--- config.mk ---
export PLATFORM = sky130hd
export DESIGN_NAME = pixel_scan_generator
export DESIGN_NICKNAME = d
export VERILOG_FILES = /design/src/rtl/pixel_scan_generator_pkg.sv /design/src/rtl/pixel_scan_generator_centre.sv /design/src/rtl/pixel_scan_generator.sv
export SDC_FILE = /design/constraint.sdc
export NUM_CORES = 1
export LEC_CHECK = 0
export ABC_AREA = 1
export ABC_CLOCK_PERIOD_IN_PS = 7200
export CAP_MARGIN = 30
export CORE_AREA = 2 2 220 222
export DETAILED_ROUTE_END_ITERATION = 8
export DIE_AREA = 0 0 222 224
export HOLD_SLACK_MARGIN = 0.1
export PLACE_DENSITY = 0.67
export SKIP_CTS_REPAIR_TIMING = 1
export SYNTH_ARGS = -nofsm -noshare
export SYNTH_HDL_FRONTEND = slang
export SYNTH_SLANG_ARGS = --single-unit
--- constraint.sdc ---
create_clock -name clk -period 7.2 [get_ports clk]
set_input_delay 1.08 -clock clk [delete_from_list [all_inputs] [get_ports clk]]
set_output_delay 1.08 -clock clk [all_outputs]
set_load 0.01 [all_outputs]
--- src/rtl/pixel_scan_generator_pkg.sv ---
// Shared constants and state type for the pixel scan generator.
package pixel_scan_generator_pkg;

   localparam int REC_EXP_W = 8;
   localparam int REC_SIG_W = 24;
   localparam int REC_W     = 33;
   localparam int POINT_W   = 66;

   typedef enum logic {
      IDLE = 1'b0,
      SCAN = 1'b1
   } scan_state_t;

endpackage

--- src/rtl/pixel_scan_generator_centre.sv ---
// Integer-to-recFN(8,24) conversion of a pixel centre c+0.5.
// The integer 2c+1 is converted exactly (it always fits the 24-bit
// significand), then the recoded exponent is lowered by one to halve it.
// The input is never zero, so the zero/special encodings are not needed.
module pixel_centre_to_rec
   import pixel_scan_generator_pkg::*;
#(
   parameter int COORD_W = 16
) (
   input  logic [COORD_W-1:0] coord,
   output logic [REC_W-1:0]   rec
);

   localparam int VAL_W  = COORD_W + 1;
   localparam int FRAC_W = REC_SIG_W - 1;
   localparam int POS_W  = $clog2(REC_SIG_W);
   // Recoded exponent of 2^p is 2^REC_EXP_W + p; the halving makes it 2^REC_EXP_W - 1 + p.
   localparam logic [REC_EXP_W:0] EXP_BASE = (REC_EXP_W+1)'((1 << REC_EXP_W) - 1);

   logic [VAL_W-1:0]     val;
   logic [POS_W-1:0]     lead;
   logic [REC_SIG_W-1:0] norm;
   logic [REC_EXP_W:0]   exp_rec;

   assign val = {coord, 1'b1};

   // Leading-one position of the odd integer 2c+1.
   always_comb begin
      lead = '0;
      for (int i = 0; i < VAL_W; i++) begin
         if (val[i]) lead = POS_W'(i);
      end
   end

   // Normalise so the leading one sits at the hidden-bit position.
   always_comb begin
      norm    = REC_SIG_W'(val) << (POS_W'(FRAC_W) - lead);
      exp_rec = EXP_BASE + (REC_EXP_W+1)'(lead);
   end

   assign rec = {1'b0, exp_rec, norm[FRAC_W-1:0]};

endmodule

--- src/rtl/pixel_scan_generator.sv ---
// Walks a triangle's inclusive bounding box in row-major order and emits
// one sample point per handshake, with the pixel centre in recFN form.
//
// state | meaning
// ------+-------------------------------------------------------------
// IDLE  | waiting for a triangle; tri_ready high (out of reset)
// SCAN  | emitting points of the registered box; pt_valid high
module pixel_scan_generator
   import pixel_scan_generator_pkg::*;
#(
   parameter int COORD_W = 16
) (
   input  logic                 clk,
   input  logic                 resetn,
   input  logic                 tri_valid,
   output logic                 tri_ready,
   input  logic [COORD_W-1:0]   xmin,
   input  logic [COORD_W-1:0]   xmax,
   input  logic [COORD_W-1:0]   ymin,
   input  logic [COORD_W-1:0]   ymax,
   input  logic [POINT_W-1:0]   Pa_in,
   input  logic [POINT_W-1:0]   Pb_in,
   input  logic [POINT_W-1:0]   Pc_in,
   output logic                 pt_valid,
   input  logic                 pt_ready,
   output logic [POINT_W-1:0]   Pin,
   output logic [COORD_W-1:0]   px_x,
   output logic [COORD_W-1:0]   px_y,
   output logic [POINT_W-1:0]   Pa,
   output logic [POINT_W-1:0]   Pb,
   output logic [POINT_W-1:0]   Pc,
   output logic                 pt_last,
   output logic                 empty_drop
);

   scan_state_t         state, state_nxt;
   logic [COORD_W-1:0]  x, y;
   logic [COORD_W-1:0]  xmin_r, xmax_r, ymax_r;
   logic                accept, box_ok, advance;
   logic [REC_W-1:0]    x_rec, y_rec;

   assign tri_ready = (state == IDLE) && resetn;
   assign pt_valid  = (state == SCAN);
   // Equality compare before increment keeps a box edge at all-ones from wrapping.
   assign pt_last   = (state == SCAN) && (x == xmax_r) && (y == ymax_r);
   assign accept    = tri_valid && tri_ready;
   assign box_ok    = (xmin <= xmax) && (ymin <= ymax);
   assign advance   = pt_valid && pt_ready;

   // State register.
   always_ff @(posedge clk) begin
      if (!resetn) state <= IDLE;
      else         state <= state_nxt;
   end

   // Next-state: enter SCAN on a non-empty box, leave on the last handshake.
   always_comb begin
      state_nxt = state;
      case (state)
         IDLE:    if (accept && box_ok) state_nxt = SCAN;
         SCAN:    if (advance && pt_last) state_nxt = IDLE;
         default: state_nxt = IDLE;
      endcase
   end

   // Box/vertex capture, row-major coordinate stepping and empty-box pulse.
   always_ff @(posedge clk) begin
      if (!resetn) begin
         x          <= '0;
         y          <= '0;
         xmin_r     <= '0;
         xmax_r     <= '0;
         ymax_r     <= '0;
         Pa         <= '0;
         Pb         <= '0;
         Pc         <= '0;
         empty_drop <= 1'b0;
      end else begin
         empty_drop <= 1'b0;
         if (accept) begin
            if (box_ok) begin
               x      <= xmin;
               y      <= ymin;
               xmin_r <= xmin;
               xmax_r <= xmax;
               ymax_r <= ymax;
               Pa     <= Pa_in;
               Pb     <= Pb_in;
               Pc     <= Pc_in;
            end else begin
               empty_drop <= 1'b1;
            end
         end else if (advance) begin
            if (x == xmax_r) begin
               x <= xmin_r;
               if (y != ymax_r) y <= y + 1'b1;
            end else begin
               x <= x + 1'b1;
            end
         end
      end
   end

   assign px_x = x;
   assign px_y = y;

   pixel_centre_to_rec #(.COORD_W(COORD_W)) u_centre_x (.coord(x), .rec(x_rec));
   pixel_centre_to_rec #(.COORD_W(COORD_W)) u_centre_y (.coord(y), .rec(y_rec));

   assign Pin = {x_rec, y_rec};

endmodule

== Word level (Yosys, flattened, before mapping) ==
Cells that the tools add are included.

* Eq/ne operators: 4
* Bitwise logic cells: 1
* Multiplexer cells: 45
* Shift-type cells: 2
* Add/sub/neg operators: 6
* Reductions and logical operators: 15
* $lt $le $gt $ge: 2

{| class="wikitable"
|+ Operators by type and width
! kind !! count
|-
| two-way mux 16 bit || 9
|-
| two-way mux 4 bit || 16
|-
| << shifter 17 x 5 -> 23 bit || 2
|-
| adder 16 x 1 -> 16 bit, second input constant || 2
|-
| equality test 16 bit || 2
|-
| less-or-equal comparator 16 bit || 2
|-
| two-way mux 3 bit || 8
|-
| adder 8 x 5 -> 9 bit, first input constant || 2
|-
| != test 16 bit || 1
|-
| two-way mux 5 bit || 2
|-
| subtractor 5 bit, first input constant || 2
|-
| logical AND 1 bit || 8
|-
| two-way mux 2 bit || 4
|-
| AND reduction 2 bit || 3
|-
| nonzero test 2 bit || 3
|-
| two-way mux 1 bit || 5
|-
| AND reduction 4 bit || 1
|-
| != test 2 x 1 -> 1 bit, second input constant || 1
|-
| one-hot mux 1 bit (2 select lines) || 1
|-
| inverter 1 bit || 1
|}

* Bits in registers: 280
* Input port bits: 266
* Word-level logic and storage cells: 85

== Logic depth before layout (Yosys ltp) ==
* Depth after elaboration: 18
* Depth in mapped cells: 22
* Gate-level depth less buffers: 21

== Hierarchy ==
A second synthesis with hierarchy kept.

* Cell total of the unflattened synthesis: 2149
* Area total of the unflattened synthesis: 14557.7 µm²

{| class="wikitable"
|+ By module, submodules not included
! module !! cells each !! sequential area each (µm²) !! area an instance (µm²) !! times used
|-
| pixel_scan_generator || 1693 || 5605.4 || 12253.0 || 1
|-
| pixel_centre_to_rec || 228 || 0.0 || 1152.4 || 2
|}

== Worst setup path before layout ==
Ideal clock, no wire load.

* Path type: flip-flop to output port
* Start: reg x[1], in the netlist px_x[1]
* End: out Pin[60]
* Stages on the path, launching flop included: 22
* Path buffers: 1
* Data arrival time: 2.396 ns
* Setup slack: 3.724 ns
* Path through: dfxtp_1 > inv_2 > ha_1 > o21ai_0 > nand2_1 > nand2_1 > nand2_1 > nand2_1 > nand2_1 > nand2_1 > nand2_1 > nand2_1 > nand2_1 > nand2_4 > nand2_4 > buf_4 > inv_1 > ha_1 > inv_1 > nor3_1 > ha_1 > inv_1

* Word-level cells in the longest chain between the ends: 16

{| class="wikitable"
|+ RTL lines
! element !! RTL line !! source
|-
| start, declared || pixel_scan_generator.sv:37 || <nowiki>logic [COORD_W-1:0] x, y;</nowiki>
|-
| start signal, assigned || pixel_scan_generator.sv:82 || <nowiki>x <= xmin;</nowiki>
|-
| start signal, assigned || pixel_scan_generator.sv:95 || <nowiki>x <= xmin_r;</nowiki>
|-
| start signal, assigned || pixel_scan_generator.sv:98 || <nowiki>x <= x + 1'b1;</nowiki>
|-
| two-way mux 2 bit (2 in series) || pixel_scan_generator_centre.sv:31 || <nowiki>if (val[i]) lead = POS_W'(i);</nowiki>
|-
| two-way mux 3 bit (4 in series) || pixel_scan_generator_centre.sv:31 ||
|-
| two-way mux 4 bit (8 in series) || pixel_scan_generator_centre.sv:31 ||
|-
| two-way mux 5 bit || pixel_scan_generator_centre.sv:31 ||
|-
| adder 8 x 5 -> 9 bit || pixel_scan_generator_centre.sv:38 || <nowiki>exp_rec = EXP_BASE + (REC_EXP_W+1)'(lead);</nowiki>
|-
| end, declared || pixel_scan_generator.sv:26 || <nowiki>output logic [POINT_W-1:0] Pin,</nowiki>
|}

No other way between the ends.

== Final worst setup path ==
* Start: reg y[15], in the netlist px_y[15]
* End: out Pin[27]

* Word-level cells in the longest chain between the ends: 2

{| class="wikitable"
|+ RTL lines
! element !! RTL line !! source
|-
| start, declared || pixel_scan_generator.sv:37 ||
|-
| start signal, assigned || pixel_scan_generator.sv:83 || <nowiki>y <= ymin;</nowiki>
|-
| start signal, assigned || pixel_scan_generator.sv:96 || <nowiki>if (y != ymax_r) y <= y + 1'b1;</nowiki>
|-
| two-way mux 5 bit || pixel_scan_generator_centre.sv:31 ||
|-
| adder 8 x 5 -> 9 bit || pixel_scan_generator_centre.sv:38 ||
|}

No other way between the ends.

==> results.toml <==
[status]
status = "complete, no violations"

[synth]
seq_area_frac_synth_pct = 37.87
synth_compound_area_share_pct = 14.56
syn_avg_cell_area_sq_um = 6.840
synth.distinct_cells = 43
synth_top_family_by_area = "simple AND/OR/NAND/NOR gates"
synth-seq-cells = 280
synthAdderAreaFrac_pct = 3.550
synth_area_sq_um = 14800
synth_mux_area_share_pct = 0
synth-async-reset-ratio_pct = 0
ys_warn_count = 0
synthSimpleGateAreaFrac_pct = 32.19
synth-edff-count = 0
synth_xor_area_share_pct = 1.834
synth_top_area_cell = "dfxtp_1"
synthCells = 2164
synth_area_leaders = "dfxtp_1 (38%), nand3_1 (14%), nand2_1 (13%), a21oi_1 (9.6%), ha_1 (3.6%)"
yosysTopAreaCellShare_pct = 37.87
yosys_most_used_dff = "dfxtp_1"

[pwr]
power.internal_mw = 3.218
power.leakage_nw = 8.056
p_clk_share_pct = 35.2
p_sw_share_pct = 32.84
netSwitchingPower_mw = 1.573
power.density_nw_per_um2 = 223.5
ir_drop_mv = 0.1657
comb_power_share_pct = 29.8
power_frac_seq_pct = 34.9

[setup_path]
critPathLaunchType = "register"
rr_endpoint = "px_x[7]"
reg2regPathDepth = 9
critPathMaxFanout = 22
arrival_ns = 4.51
critPathRequiredTime_ns = 6.12
path_cells = "clkinv_1, nand2_1, nand2_4, inv_1, ha_1, inv_1, nor3_1, ha_1, inv_1, clkdlybuf4s50_1"
critical_path.slowest_cell = "dfxtp_1"
crit_top_cell = "inv_1"
reg2reg_slack_ns = 3.38
path_class = "reg -> out"
endpoint_kind = "output port"
r2r_start = "pt_valid"
critPathMaxStageDelay_ns = 0.97

[layout]
ff_latch_area_sq_um = 5605
layout-drive-gt1-share_pct = 4.050
mostFrequentLayoutCell = "clkdlybuf4s50_1"
synthToLayoutAreaGrowth_pct = 44.84
final_cell_mix = "clkdlybuf4s50_1 (551), nand2_1 (505), nand3_1 (420), a21oi_1 (283), dfxtp_1 (280)"
fin_area_sq_um = 21440
multi_input_area_sq_um = 7782
nets = 2903
fillers = 4763
final_cell_count_no_fill = 3238

[sta]
slew_violations = 0
setup_viol = 0
tightest_slew_ns = 1.020
tns_ns = 0
fmax_ghz = 0.1788
finClkSkew_ns = 0.02041
fin_crit_sh_pct = 77.67
hold_violations = 0
rsz0062_at_grt = "false"
slew_headroom_pct = 31.98
min_period_ns = 5.592

[clock_tree]
max-clock-path-buffers = 3
root_buffer = "clkbuf_16"
h-tree-depth = 2
path_clk_slew_ns = 0.05
clk_latency_ns = 0.53
cts.sinks = 280
cts_buffers = 34
cts_tree = "done"

[floorplan]
ios = 566
dieArea_sq_um = 49730
coreArea_sq_um = 47350
rows = 80
die_w_um = 222
start_util_pct = 31.26
die_h_um = 224

[detailed_routing]
firstDrtPassIters = 7
drt_first_iter_violations = 1435
wire_per_inst_um = 17.96
avgViaCountPerCell = 5.200
ant_nets = 0
wl_um = 58160
vias = 16840
drc = 0

[global_routing]
antenna_found_initial = 8
grt_util_all_layers_pct = 22.19
grt_pass1_vias = 16030
grt_pass1_wl_um = 89150
grt_max_degree = 177
grt-ovfl-total = 0

[min_path]
holdPathStages = 2
holdPathEnd = "xmin_r[1]"
worstHoldStart = "xmin_r[1]"
hold_class = "reg -> reg"

[place]
dpl_cell_area_sq_um = 20330
gp_congestion = 0.9090
portBuffers = 551
dpl.cell_count = 3173
place.detailed.hpwl_um = 41510

[flow_run]
cap_violations = 0
==> cell usage after synthesis (5+ instances only) <==
master / instances
nor3_1: 9
buf_2: 98
o21ai_1: 10
nand2_4: 5
nand2_1: 505
clkbuf_1: 51
inv_1: 129
nand3_1: 420
xnor2_1: 5
inv_2: 16
o21ai_0: 96
ha_1: 42
nor2_1: 78
nand4_1: 28
dfxtp_1: 280
a21oi_1: 283
xor2_1: 26
o211ai_1: 8
nor2_2: 5
a31oi_1: 5
buf_4: 26
==> routing by layer <==
layer | track usage (%) | up-vias | wire length (um)
li1 | - | 8060 | -
met1 | 26.42 | 7922 | 23180
met2 | 38.34 | 744 | 28280
met3 | 5.955 | 113 | 4887
met4 | 8.065 | 0 | 1814
met5 | 0 | - | 0
==> stage by stage <==
stage	power, mW	util [%]	hold WS [ns]	worst slack [ns]
2_1_floorplan	2.499	-	0.4297	3.724
3_3_place_gp	3.105	42.93	0.4458	1.757
3_5_place_dp	3.118	42.93	0.4518	1.702
4_1_cts	4.815	45.19	0.4601	1.657
5_1_grt	5.024	45.28	0.4742	1.354
6_report	4.791	45.28	0.4578	1.608
==> power groups by stage <==
stage	combinational, mW	clock, mW	sequential, mW
after floorplan	0.792	0	1.71
after global placement	1.40	0	1.70
after detailed placement	1.41	0	1.70
after CTS	1.42	1.72	1.67
after global routing	1.56	1.78	1.68
final	1.43	1.69	1.67
==> state kept, by name, indices dropped and copies added (netlist names) <==
name and cells:
Pa 66, Pb 66, Pc 66, empty_drop 1, pt_valid 1, px_x 16, px_y 16, xmax_r 16
xmin_r 16, ymax_r 16
==> worst max path at each step <==
stage | slack (ns) | endpoint | startpoint
2_1_floorplan | 3.72 | Pin[60] | px_x[1]
3_3_place_gp | 1.76 | px_x[3] | xmax[15]
3_5_place_dp | 1.70 | px_x[7] | xmax[14]
4_1_cts | 1.66 | Pin[27] | px_y[15]
5_1_grt | 1.35 | Pin[27] | px_y[15]
6_report | 1.61 | Pin[27] | px_y[15]
==> cell type report <==
type | instances | share of cell area, %
tap | 615 | 3.589
timing repair buffer | 563 | 26.24
inverter | 147 | 2.667
clock buffer | 49 | 4.611
sequential | 280 | 26.15
multi-input combinational | 1569 | 36.30
antenna | 6 | 0.07004
clock inverter | 9 | 0.3735
==> worst max-delay path, delay by kind of cell, from the launching register on <==
family                     cells  cell delay, ns
DFF                            1            0.97
adders and majority gates      2            0.45
buffers and inverters          5            1.37
and+or+nand+nor                3            1.17
==> logic make-up (layout without fill, tap and decap cells) <==
group                    Yosys count  in the layout
flip-flops                       280            280
XOR/XNOR                          31             31
adder cells (fa/ha/maj)           42             42
buffers and inverters            328            768
AND/OR/NAND/NOR                 1068           1068
other                              1             20
AO/OA/AOI/OAI                    414            414
No activity file was read; power rests on OpenSTA's default activity.
